==> src/rtl/ascon_pkg.sv <==
// Shared types and constants for the Ascon permutation control path.
// Holds round-mode and sequencer-state encodings plus the first-round lookup.
package ascon_pkg;

  localparam int NUM_ROUNDS = 12;

  typedef enum logic [1:0] {
    P12 = 2'b00,
    P8  = 2'b01,
    P6  = 2'b10
  } t_round_mode;

  localparam logic [3:0] ROUND_FIRST_P12 = 4'd0;
  localparam logic [3:0] ROUND_FIRST_P8  = 4'd4;
  localparam logic [3:0] ROUND_FIRST_P6  = 4'd6;

  typedef enum logic [1:0] {
    ST_IDLE  = 2'b00,
    ST_LOAD  = 2'b01,
    ST_ROUND = 2'b10,
    ST_DONE  = 2'b11
  } t_ctrl_fsm;

  // Shorter permutations run the tail of the constant table; the reserved
  // encoding 2'b11 falls back to the full p12 schedule.
  function automatic logic [3:0] first_round(input logic [1:0] mode);
    logic [3:0] first;
    case (mode)
      P8:      first = ROUND_FIRST_P8;
      P6:      first = ROUND_FIRST_P6;
      default: first = ROUND_FIRST_P12;
    endcase
    return first;
  endfunction

endpackage

==> src/rtl/ascon_round_ctrl_round_counter.sv <==
// Loadable 4-bit round counter with enable and terminal-count flag.
// Saturates at LAST so the round index can never wrap past the constant table.
module round_counter #(
  parameter int LAST = 11
) (
  input  logic       i_clock,
  input  logic       i_reset_n,
  input  logic       i_load,
  input  logic [3:0] i_load_value,
  input  logic       i_en,
  output logic [3:0] o_count,
  output logic       o_last
);

  logic [3:0] count_q;

  // NOTE: reset is asynchronous so the counter clears even without a running clock.
  always_ff @(posedge i_clock or negedge i_reset_n) begin
    if (!i_reset_n) begin
      count_q <= 4'd0;
    end else if (i_load) begin
      // NOTE: non-blocking assignment keeps every flop updating from pre-edge values.
      count_q <= i_load_value;
    end else if (i_en && !o_last) begin
      count_q <= count_q + 4'd1;
    end
  end

  assign o_count = count_q;
  assign o_last  = (count_q == 4'(LAST));

endmodule

==> src/rtl/ascon_round_ctrl.sv <==
// Round sequencer for the Ascon permutation: loads the state register, then
// steps one round per cycle through p12/p8/p6 and pulses done at the end.
module ascon_round_ctrl #(
  parameter int NUM_ROUNDS = ascon_pkg::NUM_ROUNDS
) (
  input  logic       i_clock,
  input  logic       i_reset_n,
  input  logic       i_start,
  input  logic [1:0] i_mode,
  input  logic       i_stall,
  input  logic       i_abort,
  output logic [3:0] o_round,
  output logic       o_state_sel,
  output logic       o_state_en,
  output logic       o_busy,
  output logic       o_done
);
  import ascon_pkg::*;

  t_ctrl_fsm  state_q;
  t_ctrl_fsm  state_d;
  logic       accept;
  logic       cnt_en;
  logic [3:0] count;
  logic       count_last;

  // A new permutation may only begin while no run is in flight; abort wins.
  assign accept = ((state_q == ST_IDLE) || (state_q == ST_DONE)) && i_start && !i_abort;
  assign cnt_en = (state_q == ST_ROUND) && !i_stall;

  round_counter #(
    .LAST(NUM_ROUNDS - 1)
  ) u_round_counter (
    .i_clock     (i_clock),
    .i_reset_n   (i_reset_n),
    .i_load      (accept),
    .i_load_value(first_round(i_mode)),
    .i_en        (cnt_en),
    .o_count     (count),
    .o_last      (count_last)
  );

  always_ff @(posedge i_clock or negedge i_reset_n) begin
    if (!i_reset_n) begin
      state_q <= ST_IDLE;
    end else begin
      state_q <= state_d;
    end
  end

  always_comb begin
    // NOTE: defaults first so every path assigns every output and no latch is inferred.
    state_d     = state_q;
    o_round     = count;
    o_state_sel = 1'b0;
    o_state_en  = 1'b0;
    o_busy      = 1'b0;
    o_done      = 1'b0;

    case (state_q)
      ST_IDLE: begin
        if (accept) state_d = ST_LOAD;
      end
      ST_LOAD: begin
        o_state_en = 1'b1;
        o_busy     = 1'b1;
        state_d    = ST_ROUND;
      end
      ST_ROUND: begin
        o_state_sel = 1'b1;
        o_state_en  = !i_stall;
        o_busy      = 1'b1;
        if (!i_stall && count_last) state_d = ST_DONE;
      end
      ST_DONE: begin
        o_done  = 1'b1;
        state_d = accept ? ST_LOAD : ST_IDLE;
      end
      default: state_d = ST_IDLE;
    endcase

    if (i_abort) state_d = ST_IDLE;
  end

endmodule

==> config.mk <==
export PLATFORM = sky130hd
export DESIGN_NAME = ascon_round_ctrl
export DESIGN_NICKNAME = d
export VERILOG_FILES = /design/src/rtl/ascon_pkg.sv /design/src/rtl/ascon_round_ctrl_round_counter.sv /design/src/rtl/ascon_round_ctrl.sv
export SDC_FILE = /design/constraint.sdc
export NUM_CORES = 1
export LEC_CHECK = 0
export CAP_MARGIN = 20
export CORE_AREA = 2 2 39 41
export CTS_CLUSTER_DIAMETER = 120
export DETAILED_ROUTE_END_ITERATION = 8
export DIE_AREA = 0 0 41 43
export PLACE_DENSITY_LB_ADDON = 0.12
export SYNTH_ARGS = -nofsm -noshare
export SYNTH_HDL_FRONTEND = slang
export SYNTH_SLANG_ARGS = --single-unit
==> constraint.sdc <==
create_clock -name i_clock -period 1.5 [get_ports i_clock]
set_input_delay 0.225 -clock i_clock [delete_from_list [all_inputs] [get_ports i_clock]]
set_output_delay 0.225 -clock i_clock [all_outputs]
set_load 0.03 [all_outputs]
==> reports/qor.yml, run 1 <==
cts.sinks: 6
path_buf_inv: 4
top_usage_layer: "met2"
fin_crit_ns: 1.58
antenna_left: 0
grt_antenna_before_repair: 0
end_kind: "primary output"
place_congestion: 0.688
slew_headroom: 0.795
grt.met2_usage: 0.300
nFillCells: 126
worst_slew_pin_slew_ns: 0.307
cp_slowest_stage_delay_ns: 0.35
first_iter_violations: 5
power_density_nw_per_um2: 1730
drive_gt1_frac: 0.395
layout_commonest_cell: "buf_4"
netlist.area_leader.share: 0.312
rr_worst_depth: 5
grtUsageMet3: 0.0628
rsz0062_at_grt: "yes"
hold_class: "in -> async"
first_pass_iters: 3
fin_skew_ns: 0.00925
die_h_um: 43
cp.depth: 6
layout_common_cells: "12 x buf_4, 6 x clkdlybuf4s50_1, 5 x dfrtp_1"
hold_viol: 0
grt_pass1_vias: 525
p_total_mw: 1.40
ys_types: 24
via_count: 492
drv_cap: 0
yosysTopAreaCell: "dfrtp_1"
yosysWarningCount: 0
setup_viol: 3
cts_root_buffer: "clkbuf_4"
crit_path_frequent_cell: "buf_6"
post_drt_wl_per_cell_um: 13.6
dieArea_sq_um: 1760
critPathTopFamily: "buffers and inverters"
nets: 96
syn_area_per_cell_sq_um: 9.26
wl_um: 1320
setup_ws_ns: -0.0770
io_buffers: 14
syn_inst: 52
hold_buffers: 0
cts_buffer_depth: 2
grt_max_degree: 7
grt-ovfl-total: 0
ir_drop_mv: 0.723
antennaDiodeCount: 0
hpwl_um: 1040
drcViolationCount: 0
violations: "setup timing"
cpMaxStageDelayCell: "dfrtp_1"
cp-start-kind: "flip-flop"
vias_per_cell: 5.07
syn_nets: 66
leakage_nw: 0.379
cts.reportedPaths.clkPinSlew_ns: 0.06
report.final.slew_viol_count: 0
ys_top_cells_by_area: "dfrtp_1 31%, ha_1 18%, inv_1 5.5%"
synth-seq-area-share: 0.312
status: "finished with violations"
cts_tree: "done"
ys_ff_latch: 6
worstPathMaxFanout: 4
initial_core_util: 0.348
synthToLayoutAreaGrowth_pct: 67.8
reg2reg_slack_ns: 0
crit_type: "reg -> out"
grt_first_pass_wirelength_um: 2150
syn-cell-area_sq_um: 482
grt_usage: 0.189
dp_cells: 91
required_ns: 1.27
cts_made_buffers: 3
finalNonFillerCells: 97
fp.dieW_um: 41
crit_chain: "inv_2 -> ha_4 -> buf_6 -> inv_4 -> a21oi_2 -> buf_6"
htree_levels: 1
std_cell_rows: 14
grt_util_met1: 0.210
max_clock_freq_mhz: 634
num_io_pins: 15
critPathArrivalTime_ns: 1.35
clk-insertion-delay-late_ns: 0.26
fin_crit_sh: 1.05
core_sq_um: 1380
pre_cts_slack_ns: -0.0770
sequential cells by signal, summed over array words and instances, names as in the netlist:
signal,count
u_round_counter.o_count,4
state_q,2
per-layer routing:
layer | routed length (um) | vias to the layer above
met2 | 644 | 9
li1 | - | 247
met4 | 20 | 0
met1 | 610 | 232
met5 | 0 | -
met3 | 41 | 4
power breakdown:
| part | internal [mW] | total, mW | switching, mW |
|---|---|---|---|
| combinational | 0.470 | 0.942 | 0.472 |
| clock | 0.102 | 0.174 | 0.0719 |
| sequential | 0.222 | 0.285 | 0.0634 |
cell families after synthesis:
logic type | Yosys count | share of synthesized area
AND/OR/NAND/NOR | 18 | 0.244
AO/OA/AOI/OAI | 11 | 0.143
buffers and inverters | 7 | 0.0546
adder cells (fa/ha/maj) | 7 | 0.182
flip-flops | 6 | 0.312
multiplexers | 3 | 0.0649
Yosys cell counts:
master / number
a211o_2: 1
a21oi_1: 3
a22oi_1: 1
a31oi_1: 2
and3b_1: 1
dfrtp_1: 6
ha_1: 7
inv_1: 7
mux2_2: 1
mux2i_1: 2
nand2_1: 1
nand2b_1: 2
nand2b_2: 1
nand3_1: 3
nand3b_1: 1
nand4b_1: 1
nand4bb_1: 1
nor2_1: 2
nor2b_1: 1
nor3b_1: 1
o21ai_0: 3
o221ai_1: 1
or3_1: 2
or4_1: 1
worst paths after layout:
path / startpoint / endpoint
hold reg to reg: u_round_counter.o_count[3]$_DFFE_PN0P_ / u_round_counter.o_count[3]$_DFFE_PN0P_
setup reg to reg: state_q[0]$_DFFE_PN0P_ / state_q[0]$_DFFE_PN0P_
setup / recovery: state_q[0]$_DFFE_PN0P_ / o_state_en
min in group i_clock: u_round_counter.o_count[3]$_DFFE_PN0P_ / u_round_counter.o_count[3]$_DFFE_PN0P_
max in group asynchronous: i_reset_n / state_q[1]$_DFFE_PN0P_
hold / removal: i_reset_n / u_round_counter.o_count[3]$_DFFE_PN0P_
area by class of cell:
cell class / count / area (sq um) / share of cell area
Multi-Input combinational cell: 39 / 363 / 0.449
Tap cell: 16 / 20.0 / 0.0248
Timing Repair Buffer: 25 / 219 / 0.271
Clock buffer: 4 / 26.3 / 0.0325
Inverter: 7 / 28.8 / 0.0356
Sequential cell: 6 / 151 / 0.187
what timing repair did:
action                                  4_1_cts  5_1_grt
gates cloned                                  0        0
endpoints found under the setup margin        7        5
pin swaps                                     1        2
gates resized for setup                       7        3
buffers inserted                              0        2
metrics by stage:
stage	setup TNS [ns]	cell area (sq um)	utilization	hold WS [ns]
after CTS	-0.121	785	0.567	0.223
after floorplan	-0.0188	538	-	-0.0706
final	-0.154	808	0.584	0.219
after global routing	-0.352	808	0.584	0.228
after global placement	-0.0559	756	0.546	0.492
after detailed placement	-0.137	756	0.546	0.500
Power figures use the tool's default switching activity.
==> inputs of run 2 (changes only) <==
Settings changed: CELL_PAD_IN_SITES_DETAIL_PLACEMENT set to 1, CELL_PAD_IN_SITES_GLOBAL_PLACEMENT set to 2, CORE_AREA 2 2 39 41 to 2 2 44 57, DIE_AREA 0 0 41 43 to 0 0 46 59.
==> run 2 against run 1 <==
Compared with the run above:
- the flow now finishes without violations
- sequential share of layout area is 1.4 points lower
- count of clock-buffer cells in the layout stayed put
- utilization is 17 points lower
- global-route usage is 6.0 points lower
- clock skew is 0.0044 ns lower
- first-iteration DRC count grew to 3.8 times the previous value
- fmax is 5.2% higher
- via count is 4.3% higher
- cell count is 9.3% higher
- non-clock buffer count is 4 higher
- critical path type unchanged
- critical endpoint unchanged
==> reports/qor.yml, run 2 (synthesis gave the netlist of run 1 again) <==
p_total_mw: 1.46
cts_buffer_depth: 2
rsz0062_at_grt: "yes"
first_pass_iters: 3
nFillCells: 261
vias_per_cell: 4.84
worst_slew_pin_slew_ns: 0.315
leakage_nw: 0.402
via_count: 513
htree_levels: 1
critPathTopFamily: "flip-flops"
drv_cap: 0
first_iter_violations: 19
layout_commonest_cell: "buf_4"
layout_common_cells: "14 x buf_4, 6 x clkdlybuf4s50_1, 5 x buf_6, 5 x dfrtp_1, 4 x dlygate4sd2_1"
status: "complete, no violations"
grt_antenna_before_repair: 0
fin_crit_sh: 0.999
clk-insertion-delay-late_ns: 0.25
initial_core_util: 0.225
place_congestion: 0.738
fp.dieW_um: 46
antennaDiodeCount: 0
num_io_pins: 15
drive_gt1_frac: 0.482
grt_pass1_vias: 557
r2r-end: "state_q[0]$_DFFE_PN0P_"
hpwl_um: 1160
cp_slowest_stage_delay_ns: 0.38
io_buffers: 14
crit_type: "reg -> out"
nets: 100
report.final.slew_viol_count: 0
grt_usage: 0.129
fin_crit_ns: 1.50
cts_root_buffer: "clkbuf_4"
crit_chain: "inv_2 -> ha_4 -> nand2b_4 -> a21oi_2 -> buf_6"
cts.reportedPaths.clkPinSlew_ns: 0.06
ir_drop_mv: 0.572
cts.sinks: 6
rr_worst_depth: 5
hold_viol: 0
largest_register_ffs: 4
path_buf_inv: 2
cts_made_buffers: 3
setup-tns-final_ns: 0
die_h_um: 59
core_sq_um: 2140
synthToLayoutAreaGrowth_pct: 81.8
std_cell_rows: 19
end_kind: "primary output"
reg2reg_slack_ns: 0.02
grt_first_pass_wirelength_um: 2550
drcViolationCount: 0
grt-ovfl-total: 0
r2r_start: "state_q[1]$_DFFE_PN0P_"
grt_max_degree: 7
hold_class: "in -> async"
antenna_left: 0
fin_skew_ns: 0.00484
slew_headroom: 0.789
setup_viol: 0
cp-start-kind: "flip-flop"
critPathArrivalTime_ns: 1.27
wl_um: 1510
required_ns: 1.27
power_density_nw_per_um2: 1670
dieArea_sq_um: 2710
hold_buffers: 0
worstPathMaxFanout: 4
post_drt_wl_per_cell_um: 14.3
hold-worst-slack_ns: 0.230
cpMaxStageDelayCell: "dfrtp_1"
max_clock_freq_mhz: 667
cts_tree: "done"
-- run 2: cell types whose count changed in the layout (fill, tap and decap cells not counted), sizes merged --
| cell | previous run | this run |
|---|---|---|
| buf | 15 | 19 |
-- run 2: through the flow --
step | setup WS, ns | util | std cells | instance area (sq um)
after floorplan | -0.0113 | - | 52 | 538
after global placement | -0.0325 | 0.356 | 96 | 762
after detailed placement | -0.0496 | 0.356 | 96 | 762
after CTS | -0.0177 | 0.396 | 105 | 848
after global routing | -0.0867 | 0.409 | 106 | 876
final | 0.00120 | 0.409 | 106 | 876
-- run 2: worst max path at each step --
stage	startpoint	endpoint	slack [ns]	cells after the start
after global placement	i_stall	state_q[0]$_DFFE_PN0P_	-0.03	4
after global routing	state_q[1]$_DFFE_PN0P_	o_state_en	-0.09	5
after floorplan	state_q[0]$_DFFE_PN0P_	state_q[0]$_DFFE_PN0P_	-0.01	5
after detailed placement	i_stall	state_q[0]$_DFFE_PN0P_	-0.05	4
after CTS	state_q[0]$_DFFE_PN0P_	state_q[0]$_DFFE_PN0P_	-0.02	5
final	state_q[0]$_DFFE_PN0P_	o_state_en	0.001	5
-- run 2: area by class of cell --
type,instances,area [sq um],share of cell area
multi-input combinational,39,387,0.441
timing repair buffer,29,256,0.293
clock buffer,4,26.3,0.0300
tap,21,26.3,0.0300
inverter,7,28.8,0.0329
sequential,6,151,0.173
-- run 2: where the power goes --
group / switching [mW] / internal (mW) / total [mW]
Combinational: 0.485 / 0.510 / 0.995
Sequential: 0.0717 / 0.222 / 0.293
Clock: 0.0715 / 0.102 / 0.173
Total: 0.628 / 0.833 / 1.46
-- run 2: what timing repair did --
item	4_1_cts	5_1_grt
buffers inserted	5	1
gates resized for setup	12	7
hold endpoints to repair	0	0
pin swaps	4	6
endpoints found under the setup margin	6	6
-- run 2: layer usage --
metal  wire [um]  part of all wire  GRT usage
met4           0                 0     0.0367
met3          63             0.042     0.0183
met1         642              0.42      0.151
met5           0                 0          0
met2         808              0.53      0.234
-- run 2: worst register-to-register path, stage by stage, from the launching register on --
cell	delay [ns]
dfrtp_2	0.41
inv_2	0.09
ha_4	0.23
nand2b_4	0.15
a22oi_2	0.17
mux2_4	0.31
==> inputs of run 3 (changes only) <==
Settings changed: ABC_AREA set to 0, CORE_AREA 2 2 44 57 to 2 2 41 53, DIE_AREA 0 0 46 59 to 0 0 43 55.
Clock period 1.5 ns to 1.75 ns, I/O delays scaled along.
==> run 3 against run 2 <==
Compared with the run above:
- sequential power fell by 15%
- utilization fell by 2.1 points
- sequential share of layout area rose by 3.2 points
- largest power group unchanged
- highest routed layer is now met4
==> reports/qor.yml, run 3 (synthesis gave the netlist of run 1 again) <==
status: "complete, no violations"
crit_chain: "inv_2 -> ha_4 -> nand2b_2 -> a21oi_2 -> buf_6"
die_h_um: 55
report.final.slew_viol_count: 0
grt_first_pass_wirelength_um: 2260
hold_buffers: 0
pre_cts_slack_ns: 0.0809
nets: 90
drive_gt1_frac: 0.243
cpMaxStageDelayCell: "dfrtp_1"
grt_max_degree: 8
hold_class: "in -> async"
crit_type: "reg -> out"
dieArea_sq_um: 2370
worst_slew_pin_slew_ns: 0.308
hpwl_um: 1070
cts_buffer_depth: 2
clk-insertion-delay-late_ns: 0.25
fin_skew_ns: 0.00705
cts_tree: "done"
setup_viol: 0
post_cts_buffers: 0
cts_root_buffer: "clkbuf_4"
grt-ovfl-total: 0
grt_usage: 0.134
cts_made_buffers: 3
first_pass_iters: 3
power_density_nw_per_um2: 1450
std_cell_rows: 18
largest_register_ffs: 4
core_sq_um: 1890
slew_headroom: 0.794
antennaDiodeCount: 0
hold-worst-slack_ns: 0.265
leakage_nw: 0.328
vias_per_cell: 4.97
cp-start-kind: "flip-flop"
drcViolationCount: 0
initial_core_util: 0.255
drv_cap: 0
fin_crit_ns: 1.66
critPathArrivalTime_ns: 1.40
num_io_pins: 15
via_count: 467
ir_drop_mv: 0.839
cts.sinks: 6
cp_slowest_stage_delay_ns: 0.39
cts.reportedPaths.clkPinSlew_ns: 0.05
wl_um: 1370
htree_levels: 1
required_ns: 1.49
worstPathMaxFanout: 7
antenna_left: 0
post_drt_wl_per_cell_um: 14.6
max_clock_freq_mhz: 603
io_buffers: 14
first_iter_violations: 5
grt_pass1_vias: 494
fp.dieW_um: 43
end_kind: "primary output"
grt_antenna_before_repair: 0
setup_ws_ns: 0.0917
place_congestion: 0.778
layout_common_cells: "10 x clkdlybuf4s50_1, 6 x inv_1, 6 x buf_4, 6 x dfrtp_1, 5 x ha_1"
hold_viol: 0
synthToLayoutAreaGrowth_pct: 52.5
fin_crit_sh: 0.948
layout_commonest_cell: "clkdlybuf4s50_1"
==> run 3: cell types whose count changed in the layout (fill, tap and decap cells not counted), sizes merged <==
cell	delta
dlygate4sd2	-3
clkdlybuf4s50	+4
buf	-11
clkbuf	-1
==> run 3: metrics by stage <==
stage	cell area [sq um]	utilization	total power [mW]	TNS (ns)	std cells
global route	734	0.388	1.16	-0.00886	94
detailed placement	683	0.361	0.886	0	91
CTS	717	0.379	1.04	0	94
floorplan	488	-	0.628	-0.00466	52
global placement	683	0.361	0.886	0	91
finish	734	0.388	1.06	0	94
==> run 3: area by class of cell <==
cell class,count,area [sq um]
clock buffers,3,22.5
fillers,221,1160
inverters,7,26.3
multi-input cells,39,334
flip-flops and latches,6,150
well taps,20,25.0
repair buffers,19,176
==> run 3: path summary, 6_finish.rpt <==
| path | slack [ns] | from | cells past startpoint | end |
|---|---|---|---|---|
| max reg2reg | 0.16 | state_q[0]$_DFFE_PN0P_ | 5 | state_q[0]$_DFFE_PN0P_ |
| max | 0.09 | state_q[0]$_DFFE_PN0P_ | 5 | o_state_en |
| max in group asynchronous | 1.25 | i_reset_n | 1 | state_q[1]$_DFFE_PN0P_ |
| min in group i_clock | 0.60 | u_round_counter.o_count[0]$_DFFE_PN0P_ | 2 | u_round_counter.o_count[0]$_DFFE_PN0P_ |
| min reg2reg | 0.60 | u_round_counter.o_count[0]$_DFFE_PN0P_ | 2 | u_round_counter.o_count[0]$_DFFE_PN0P_ |
| min | 0.27 | i_reset_n | 1 | u_round_counter.o_count[3]$_DFFE_PN0P_ |
==> run 3: layer usage <==
metal | wire length [um] | vias up | share of wire | global-route usage
li1 | - | 236 | - | -
met1 | 545 | 213 | 0.40 | 0.134
met3 | 64 | 4 | 0.047 | 0.0325
met5 | 0 | - | 0 | 0
met2 | 720 | 14 | 0.53 | 0.253
met4 | 40 | 0 | 0.029 | 0.0808
==> run 3: what timing repair did <==
item	CTS	global route
endpoints found under the setup margin	2	1
cloned	0	0
gates resized for setup	4	3
==> run 3: worst max-delay path: cells and delay by family, from the launching register on <==
kind | cells | cell delay (ns)
compound gates | 1 | 0.17
buf+inv | 2 | 0.27
flops | 1 | 0.39
fa+ha+maj | 1 | 0.19
simple gates | 1 | 0.12
==> run 3: power by group <==
part           switching, mW  internal (mW)  total, mW
Sequential            0.0612          0.189      0.250
Clock                 0.0542         0.0779      0.132
Combinational          0.363          0.319      0.682
